### config.mk
export PLATFORM = sky130hd
export DESIGN_NAME = sync_fifo
export DESIGN_NICKNAME = d
export VERILOG_FILES = /design/src/rtl/sync_fifo.sv
export SDC_FILE = /design/constraint.sdc
export NUM_CORES = 1
export LEC_CHECK = 0
export ABC_AREA = 1
export BUFFER_PORTS_ARGS = -buffer_cell sky130_fd_sc_hd__buf_2
export CELL_PAD_IN_SITES_DETAIL_PLACEMENT = 0
export CELL_PAD_IN_SITES_GLOBAL_PLACEMENT = 1
export CORE_ASPECT_RATIO = 0.75
export CORE_MARGIN = 2
export CORE_UTILIZATION = 54
export CTS_CLUSTER_SIZE = 14
export DETAILED_ROUTE_END_ITERATION = 8
export PLACE_DENSITY_LB_ADDON = 0.25
export RECOVER_POWER = 25
export SLEW_MARGIN = 10
export SYNTH_ARGS = -nofsm -noshare
export SYNTH_HDL_FRONTEND = slang
export SYNTH_SLANG_ARGS = --single-unit
### constraint.sdc
create_clock -name clk -period 5.16 [get_ports clk]
set_clock_uncertainty 0.1 [all_clocks]
set_input_delay 0.774 -clock clk [delete_from_list [all_inputs] [get_ports clk]]
set_output_delay 0.774 -clock clk [all_outputs]
set_load 0.1 [all_outputs]
### src/rtl/sync_fifo.sv
// Single-clock FIFO with occupancy count, almost-full/empty thresholds,
// sticky overflow/underflow flags, synchronous flush and optional FWFT output.
module sync_fifo #(
    parameter int unsigned data_width          = 8,
    parameter int unsigned fifo_depth          = 32,
    parameter int unsigned addr_width          = $clog2(fifo_depth),
    parameter bit          fwft                = 1'b0,
    parameter int unsigned almost_full_thresh  = fifo_depth - 4,
    parameter int unsigned almost_empty_thresh = 4
) (
    input  logic                  clk,
    input  logic                  rst,
    input  logic                  clr,
    input  logic                  wr_en,
    input  logic [data_width-1:0] din,
    input  logic                  rd_en,
    output logic [data_width-1:0] dout,
    output logic                  full,
    output logic                  empty,
    output logic                  almost_full,
    output logic                  almost_empty,
    output logic [addr_width:0]   count,
    output logic                  overflow,
    output logic                  underflow
);
    localparam int unsigned cnt_width = addr_width + 1;

    logic [data_width-1:0] mem [fifo_depth];
    logic [addr_width:0]   wr_ptr;
    logic [addr_width:0]   rd_ptr;
    logic                  valid;
    logic                  valid_nxt;
    logic                  wr_acc;
    logic                  rd_acc;
    logic                  mem_rd;
    logic                  mem_has;
    logic [addr_width:0]   count_nxt;

    // Accept/pop decisions and next occupancy; clr wins over both requests.
    always_comb begin
        wr_acc    = wr_en & ~full & ~clr;
        rd_acc    = rd_en & ~empty & ~clr;
        mem_has   = (wr_ptr != rd_ptr);
        mem_rd    = rd_acc;
        valid_nxt = valid;
        count_nxt = count;
        if (fwft) begin
            // Refill the output register whenever it is free or being popped.
            mem_rd = mem_has & (~valid | rd_acc) & ~clr;
            if (mem_rd) begin
                valid_nxt = 1'b1;
            end else if (rd_acc) begin
                valid_nxt = 1'b0;
            end
        end
        if (clr) begin
            valid_nxt = 1'b0;
            count_nxt = '0;
        end else if (wr_acc & ~rd_acc) begin
            count_nxt = count + cnt_width'(1);
        end else if (rd_acc & ~wr_acc) begin
            count_nxt = count - cnt_width'(1);
        end
    end

    // Storage write port.
    always_ff @(posedge clk) begin
        if (wr_acc) begin
            mem[wr_ptr[addr_width-1:0]] <= din;
        end
    end

    // Pointers, output register and status flags.
    always_ff @(posedge clk or posedge rst) begin
        if (rst) begin
            wr_ptr       <= '0;
            rd_ptr       <= '0;
            valid        <= 1'b0;
            dout         <= '0;
            count        <= '0;
            full         <= 1'b0;
            empty        <= 1'b1;
            almost_full  <= (almost_full_thresh == 0);
            almost_empty <= 1'b1;
            overflow     <= 1'b0;
            underflow    <= 1'b0;
        end else begin
            if (clr) begin
                wr_ptr <= '0;
                rd_ptr <= '0;
            end else begin
                if (wr_acc) begin
                    wr_ptr <= wr_ptr + cnt_width'(1);
                end
                if (mem_rd) begin
                    rd_ptr <= rd_ptr + cnt_width'(1);
                end
            end
            if (mem_rd) begin
                dout <= mem[rd_ptr[addr_width-1:0]];
            end
            valid        <= valid_nxt;
            count        <= count_nxt;
            full         <= (32'(count_nxt) == fifo_depth);
            empty        <= fwft ? ~valid_nxt : (count_nxt == '0);
            almost_full  <= (32'(count_nxt) >= almost_full_thresh);
            almost_empty <= (32'(count_nxt) <= almost_empty_thresh);
            overflow     <= ~clr & (overflow | (wr_en & full));
            underflow    <= ~clr & (underflow | (rd_en & empty));
        end
    end
endmodule

Yosys cells after proc, flatten, opt, wreduce, memory -nomap -nowiden

Memory sizes are Yosys's and may differ from the RTL's. A register that Yosys moved wholly into a read port is not among the register bits.
Cells that the tools add are included.

Add/subtract/negate cells: 4
Multiply operators: 0
Div/mod/pow operators: 0
$lt $le $gt $ge: 2
Equality and inequality tests: 1
Shifts and indexed selects: 0
Mux-type cells: 9
Bitwise operators: 17
Reduce and logical (&&, ||, !) cells: 3

Operators by type and width:

| operator            | count |
|---|---|
| $mux 6              | 7 |
| $add 6x1->6 const B | 3 |
| $and 1x1->1         | 10 |
| $eq 6x6->1 const B  | 1 |
| $ge 6x5->1 const B  | 1 |
| $le 6x3->1 const B  | 1 |
| $logic_not 6->1     | 1 |
| $sub 6x1->6 const B | 1 |
| $not 1->1           | 5 |
| $reduce_bool 2->1   | 2 |
| $mux 1              | 2 |
| $or 1x1->1          | 2 |

Bits in registers: 24
Bits in latches: 0
Memory bits (writable): 256
Bits in read-only memories: 0
Output and inout bits: 20
Memories: 1

Memory list:

| memory | depth | bits a word | rd ports | clocked after Yosys merged registers in | write ports | line | RTL |
|---|---|---|---|---|---|---|---|
| mem    | 32    | 8           | 1        | 1                                       | 1           | 28   | `logic [data_width-1:0] mem [fifo_depth];` |

Longest topological paths before layout

Gate-level depths: netlist of run 1.

Word-level depth: 9
Gate-level depth with buffers: 13
Mapped depth without buffers: 13

Worst setup path after synthesis of run 1

Ideal clock, no wire load.

Path type: reg2reg
Start: register count[0]
End: register full
Setup time: 0.069 ns
Data arrival time: 2.062 ns
Data required time: 4.991 ns
Slack: 2.929 ns
Cell stages (with the launch flop): 14
Buffers on the path: 0
Clock period less this slack: 2.231 ns
Cell sequence: dfrtp_1 inv_1 ha_1 inv_1 nand2_1 nand2_1 nand3_1 nand2_1 nand2_1 nand2_2 nand2_1 inv_2 nand2_1 nor2_2

Cells in the longest elaborated chain, start to end: 5

Ends and longest elaborated chain:

| item                   | line | RTL |
|---|---|---|
| from (decl)            | 22   | `output logic [addr_width:0] count,` |
| from (signal assigned) | 103  | `count <= count_nxt;` |
| $sub 6x1->6            | 62   | `count_nxt = count - cnt_width'(1);` |
| $mux 6                 | 61   | `end else if (rd_acc & ~wr_acc) begin` |
| $mux 6 *               | 59   | `end else if (wr_acc & ~rd_acc) begin` |
| $mux 6 *               | 56   | `if (clr) begin` |
| $eq 6x6->1 *           | 104  | `full <= (32'(count_nxt) == fifo_depth);` |
| to (signal assigned)   | 104  |  |
| to (decl)              | 18   | `output logic full,` |

Every way passes the cells marked *; elsewhere a longest branch is shown, timed or not.
A chain may end at the register's enable or synchronous reset.

==> results.yml, run 1 <==
status:
  status: "complete, but fails checks"
  violations: "max-capacitance violations, max-slew violations"
synthesis:
  syn_area_per_cell_um2: 10.7
  synth_area_leader_cell: "edfxtp_1"
  ys_seq_area_share_pct: 69.4
  syn_inst: 1140
  async_flop_share_pct: 10.5
  yosys.area.top_type_share_pct: 63.2
  synth.net_count: 1160
  synth_edf_count: 256
  ys_ff_latch: 286
  ys.flop_type: "edfxtp_1"
  synth_area_mm2: 0.0122
  ys_types: 29
  synth.most_common_cell: "nand2_1"
  ys_warn_count: 0
  ys_top_cells_by_area: "edfxtp_1 63%, nand2_1 12%, dfrtp_1 5.8%, nand3_1 5.4%, nor2_1 4.4%"
  synth_common_cells: "389 x nand2_1, 256 x edfxtp_1, 142 x nor2_1, 130 x nand3_1, 42 x o21ai_0"
clocking:
  cts_made_buffers: 28
  cts_tree: "built"
  clock_path_buffers: 3
  cts_max_level: 1
  ctsResizeCount: 0
  cts_sinks: 286
  clk_pin_slew_ns: 0.06
  worstSkewPairLatency_ns: 0.54
  post_cts_buffers: 0
  root_buffer: "clkbuf_16"
  holdBufCountCts: 0
sta:
  fmax_mhz: 312
  tns_ns: 0
  period_share_pct: 62.2
  final_max_slew_viol_count: 64
  fin_crit_ns: 3.21
  finalHoldViolations: 0
  setup_violations: 0
  grt_setup_unrepaired: "false"
  maxSlewHeadroom_pct: -15.0
  fin_ws_ns: 1.95
  max_slew.worst_pin.slew_ns: 1.72
floorplanning:
  core-area_mm2: 0.0221
  die_w_um: 177
  dieArea_mm2: 0.0237
  num_rows: 47
  die_y_um: 134
  initial_core_util_pct: 55.0
  ios: 33
worst_setup_path:
  endpoint_kind: "flop"
  required_ns: 5.49
  path_cells: "clkinv_2 -> buf_4 -> nand2_1 -> nand3_1 -> nand3_1 -> nand2_1 -> nor2_1 -> nand2_1 -> nand3_1 -> nand2_1"
  timing_worst_setup_path_type: "reg2reg"
  crit_fanout: 91
  cpMaxStageDelayCell: "dfrtp_4"
  crit_top_cell: "nand2_1"
  worstSetupStartpointType: "flop"
  arrival_ns: 3.54
  worst_path_largest_cell_delay_ns: 0.79
run:
  maxCapViolCount: 2
final_layout:
  nets: 1175
  diodes: 0
  layout-drive-gt1-share_pct: 8.58
  area_growth_pct: 10.1
  nFillCells: 1832
  post-route-util_pct: 60.6
place:
  hpwlAfterDp_um: 17100
  place_congestion: 0.814
  place.port_buffers: 32
  dpl_worst_slack_ns: 1.92
global_route:
  grt_first_pass_wirelength_um: 44100
  antenna_found_initial: 1
  grt_max_degree: 92
  track_usage_pct: 24.6
  grt-ovfl-total: 0
  grt_pass1_vias: 7471
route:
  wl_per_cell_um: 19.2
  drtAntennaViolNets: 0
  drt_iter0_markers: 850
  drcViolationCount: 0
  vias: 8055
  routed_wl_um: 28300
  first_pass_iters: 7
  viasPerCell: 5.48
power:
  power.density_mw_per_mm2: 441
  leakage_nw: 5.13
  ir_worst_vdd_mv: 0.254
hold_path:
  hold_class: "reg2reg"
-- cells by family (layout without fill, tap and decap cells) --
family	count (synthesis)	after routing	share of synthesized area [%]
XOR/XNOR	1	1	0.0720
adder cells (fa/ha/maj)	7	7	0.720
flip-flops	286	286	69.4
AO/OA/AOI/OAI	76	76	3.15
buffers and inverters	90	127	3.42
AND/OR/NAND/NOR	680	680	23.2
-- final cells by class --
type | instances | area (um2) | area share (%)
clock inverter | 8 | 72.6 | 0.542
tap | 294 | 368 | 2.75
sequential | 286 | 8450 | 63.1
timing repair buffer | 38 | 196 | 1.47
inverter | 37 | 153 | 1.14
clock buffer | 44 | 852 | 6.36
multi-input combinational | 764 | 3300 | 24.7
-- state kept, by name (all words and copies together), names as in the netlist --
name	count
count	6
dout	8
rd_ptr	5
underflow	1
almost_empty	1
wr_ptr	5
overflow	1
empty	1
almost_full	1
mem	256
full	1
-- path summary, 6_finish.rpt --
path	to	slack, ns	cells past startpoint	start
max	dout[1]	1.95	10	rd_ptr[0]
min	underflow	0.41	2	underflow
max reg2reg	dout[1]	1.95	10	rd_ptr[0]
min reg2reg	underflow	0.41	2	underflow
max in group asynchronous	rd_ptr[0]	3.00	3	rst
min in group asynchronous	count[2]	0.73	3	rst
-- stage by stage --
step | total power, mW | hold WS (ns) | instances | instance area [um2]
finish | 5.90 | 0.407 | 1471 | 13400
global route | 6.13 | 0.431 | 1471 | 13400
CTS | 5.94 | 0.224 | 1471 | 13400
detailed placement | 3.94 | 0.386 | 1419 | 12500
global placement | 3.94 | 0.372 | 1419 | 12500
floorplan | 3.65 | 0.480 | 1140 | 12200
-- power by group --
group	internal, mW	leakage, nW	switching (mW)
combinational	0.245	1.99	0.944
clock	1.18	0.449	0.832
sequential	2.59	2.69	0.106
total	4.02	5.13	1.88
-- metal layers --
metal,up-vias,track usage (%),part of all wire (%)
met5,-,0,0
met4,0,5.24,1.9
met1,3869,38.7,46
met3,36,4.00,6.6
li1,3885,-,-
met2,265,36.5,45
-- cell usage in the layout, fill, tap and decap left out, types with 2 or more instances in the layout --
master / synthesis / routed
buf_4: 5 / 5
nand3_4: 3 / 3
a21oi_1: 24 / 24
nand3_1: 130 / 130
clkinvlp_4: 0 / 2
nand2_1: 389 / 389
clkinv_2: 0 / 4
inv_1: 27 / 26
buf_2: 31 / 28
edfxtp_1: 256 / 256
ha_1: 7 / 7
nor2_4: 3 / 3
nor2_2: 2 / 2
clkbuf_8: 0 / 7
nand2_2: 5 / 5
nand4_1: 4 / 4
inv_2: 7 / 6
nor2_1: 142 / 142
clkbuf_1: 12 / 13
clkbuf_16: 0 / 29
o21ai_0: 42 / 42
o21ai_1: 8 / 8
clkinv_1: 2 / 4
dfrtp_1: 28 / 26
-- critical path: cells and delay by family, from the launching register on --
family                 cells  cell delay [ns]
buffers and inverters      2             1.20
AND/OR/NAND/NOR            8             0.92
flip-flops                 1             0.79
(Power assumes the default switching activity.)
==> run 2, diff against run 1 <==
ABC_AREA = 0   (was 1)
CORE_UTILIZATION = 48   (was 54)
clock period = 2.9 ns   (was 5.16 ns; I/O delays follow)
==> run 2 against run 1 <==
Effect of this change: the flow still finishes with violations (max-capacitance violations, max-slew violations); global-route usage shrank 3.4 points; critical path depth shrank 6; largest cell class unchanged; cell count is 29% lower.
==> results.yml, run 2 <==
power:
  cellInternalPower_mw: 7.05
  power.switching_mw: 2.77
  power_frac_clock_pct: 35.8
  power.density_mw_per_mm2: 756
  sw_frac_of_total_pct: 28.2
  seqPwrFrac_pct: 48.3
  leakage_nw: 4.13
  ir_worst_vdd_mv: 0.455
  pwr-share-comb_pct: 15.9
sta:
  setup_violations: 0
  finalHoldViolations: 0
  hold_ws_ns: 0.0708
  final_max_slew_viol_count: 231
  maxSlewHeadroom_pct: -27.3
  max_slew.worst_pin.slew_ns: 1.91
  fmax_mhz: 404
  fin_crit_ns: 2.48
  tns_ns: 0
  grt_setup_unrepaired: "false"
  period_share_pct: 85.4
worst_setup_path:
  crit_fanout: 8
  crit_top_cell: "nor2_1"
  cpMaxStageDelayCell: "nor2_1"
  required_ns: 2.97
  crit_end: "mem[13][2]"
  path_cells: "nand2b_1 -> nor2_1 -> nand2_1 -> nor2_1"
  r2r_start: "full"
  timing_worst_setup_path_type: "reg2reg"
  endpoint_kind: "flop"
  rrSetupSlack_ns: 0.42
  rr_endpoint: "mem[13][2]"
  worstSetupStartpointType: "flop"
  critPathLaunch: "full"
  arrival_ns: 2.54
  rr_worst_depth: 4
  worst_path_largest_cell_delay_ns: 0.69
floorplanning:
  num_rows: 49
  dieArea_mm2: 0.0253
  initial_core_util_pct: 48.5
  die_w_um: 183
  die_y_um: 138
  ios: 33
  core-area_mm2: 0.0238
final_layout:
  area_growth_pct: 12.6
  diodes: 0
  final_cell_mix: "256 x edfxtp_1, 54 x nor2_1, 48 x mux2i_1"
  layout-drive-gt1-share_pct: 21.6
  largest_reg_flops: 256
  multi_input_area_mm2: 0.00285
  final_common_cell: "edfxtp_1"
  post-route-util_pct: 54.6
  nFillCells: 1867
  nets: 733
  regArea_mm2: 0.00845
hold_path:
  hold_class: "in2reg"
clocking:
  worstSkewPairLatency_ns: 0.54
  cts_made_buffers: 28
  post_cts_buffers: 0
  clk_pin_slew_ns: 0.06
  clock_path_buffers: 3
  root_buffer: "clkbuf_16"
  ctsResizeCount: 0
  cts_tree: "built"
  cts_max_level: 1
  cts_sinks: 286
synthesis:
  ys_seq_area_share_pct: 73.1
  synth_edf_count: 256
  synth.net_count: 679
  ys.flop_type: "edfxtp_1"
  ys_ff_latch: 286
  synth.most_common_cell: "edfxtp_1"
  ys_types: 49
  synth_area_leader_cell: "edfxtp_1"
  ys_warn_count: 0
  syn_area_per_cell_um2: 17.5
  synth_area_mm2: 0.0115
  yosys.area.top_type_share_pct: 66.6
  async_flop_share_pct: 10.5
  ys_top_cells_by_area: "edfxtp_1 67%, mux4_2 6.2%, dfrtp_1 6.1%, mux2i_1 4.2%, mux2_2 2.3%"
  synth_common_cells: "256 x edfxtp_1, 54 x nor2_1, 48 x mux2i_1, 32 x mux4_2, 32 x nand2_1"
  syn_inst: 659
run:
  maxCapViolCount: 7
place:
  hpwlAfterDp_um: 16500
  place.port_buffers: 32
  place_congestion: 0.844
global_route:
  grt-ovfl-total: 0
  antenna_found_initial: 0
  grt_max_degree: 49
  grt_first_pass_wirelength_um: 39600
  grt_pass1_vias: 6166
  track_usage_pct: 21.3
route:
  routed_wl_um: 26300
  drcViolationCount: 0
  drt_iter0_markers: 763
  first_pass_iters: 5
  drtAntennaViolNets: 0
  wl_per_cell_um: 25.2
  vias: 6153
  viasPerCell: 5.91
status:
  status: "complete, but fails checks"
  violations: "max-capacitance violations, max-slew violations"
[run 2: changes by cell type after synthesis, sizes merged, moves of 16 or more]
cell    before  now
nand2      394   32
nand3      133    3
nor2       148   56
mux2i        0   48
o21ai       50   10
mux4         0   32
inv         34    5
a22oi        0   26
mux2         0   24
a21oi       24    5
o211ai       0   16
[run 2: power groups by stage]
| stage | sequential (mW) | clock (mW) | combinational [mW] |
|---|---|---|---|
| final | 4.75 | 3.52 | 1.56 |
| after global routing | 4.77 | 3.73 | 1.64 |
| after CTS | 4.75 | 3.57 | 1.56 |
| after detailed placement | 4.84 | 0 | 1.56 |
| after global placement | 4.83 | 0 | 1.55 |
| after floorplan | 5.37 | 0 | 0.634 |
[run 2: per-stage QoR]
step / setup slack [ns] / cells / area (um2) / total power, mW
finish: 0.423 / 1041 / 13000 / 9.82
detailed placement: 0.411 / 988 / 12100 / 6.40
CTS: 0.390 / 1041 / 13000 / 9.88
global placement: 0.437 / 988 / 12100 / 6.38
global route: 0.252 / 1041 / 13000 / 10.1
floorplan: 0.505 / 659 / 11500 / 6.01
[run 2: layer usage]
metal | track usage [%] | vias up | share of wire (%)
li1 | - | 2703 | -
met1 | 34.6 | 3233 | 49
met2 | 30.0 | 183 | 43
met3 | 3.64 | 34 | 5.6
met4 | 4.76 | 0 | 1.8
met5 | 0 | - | 0
[run 2: area by class of cell]
type	count	area share [%]
Inverter	5	0.144
Timing Repair Buffer	62	3.11
Tap cell	306	2.95
Multi-Input combinational cell	330	21.9
Clock buffer	43	6.30
Sequential cell	286	65.0
Clock inverter	9	0.597
[run 2: worst min path at each step]
stage | cells after the start | start | to | slack [ns]
finish | 3 | wr_en | overflow | 0.07
global route | 3 | wr_en | overflow | 0.09
CTS | 3 | wr_en | overflow | 0.06
detailed placement | 2 | underflow | underflow | 0.40
global placement | 2 | underflow | underflow | 0.37
floorplan | 1 | rst | almost_full | 0.42
[run 2: critical path: cells and delay by family, from the launching register on]
family / cells / cell delay (ns)
DFF: 1 / 0.40
and+or+nand+nor: 4 / 1.60
[run 2: kinds of logic after synthesis]
kind of cell             count (synthesis)  share of synthesized area (%)
flip-flops                             286                           73.1
buffers and inverters                   43                           2.16
multiplexers                           104                           12.8
XOR/XNOR                                13                          0.987
AND/OR/NAND/NOR                        125                           5.10
AO/OA/AOI/OAI                           81                           5.11
adder cells (fa/ha/maj)                  7                          0.759
[run 2: timing repair]
item / in CTS / in global routing
hold buffers: 1 / 0
endpoints found under the setup margin: 0 / 0
endpoints found under the hold margin: 17 / 0
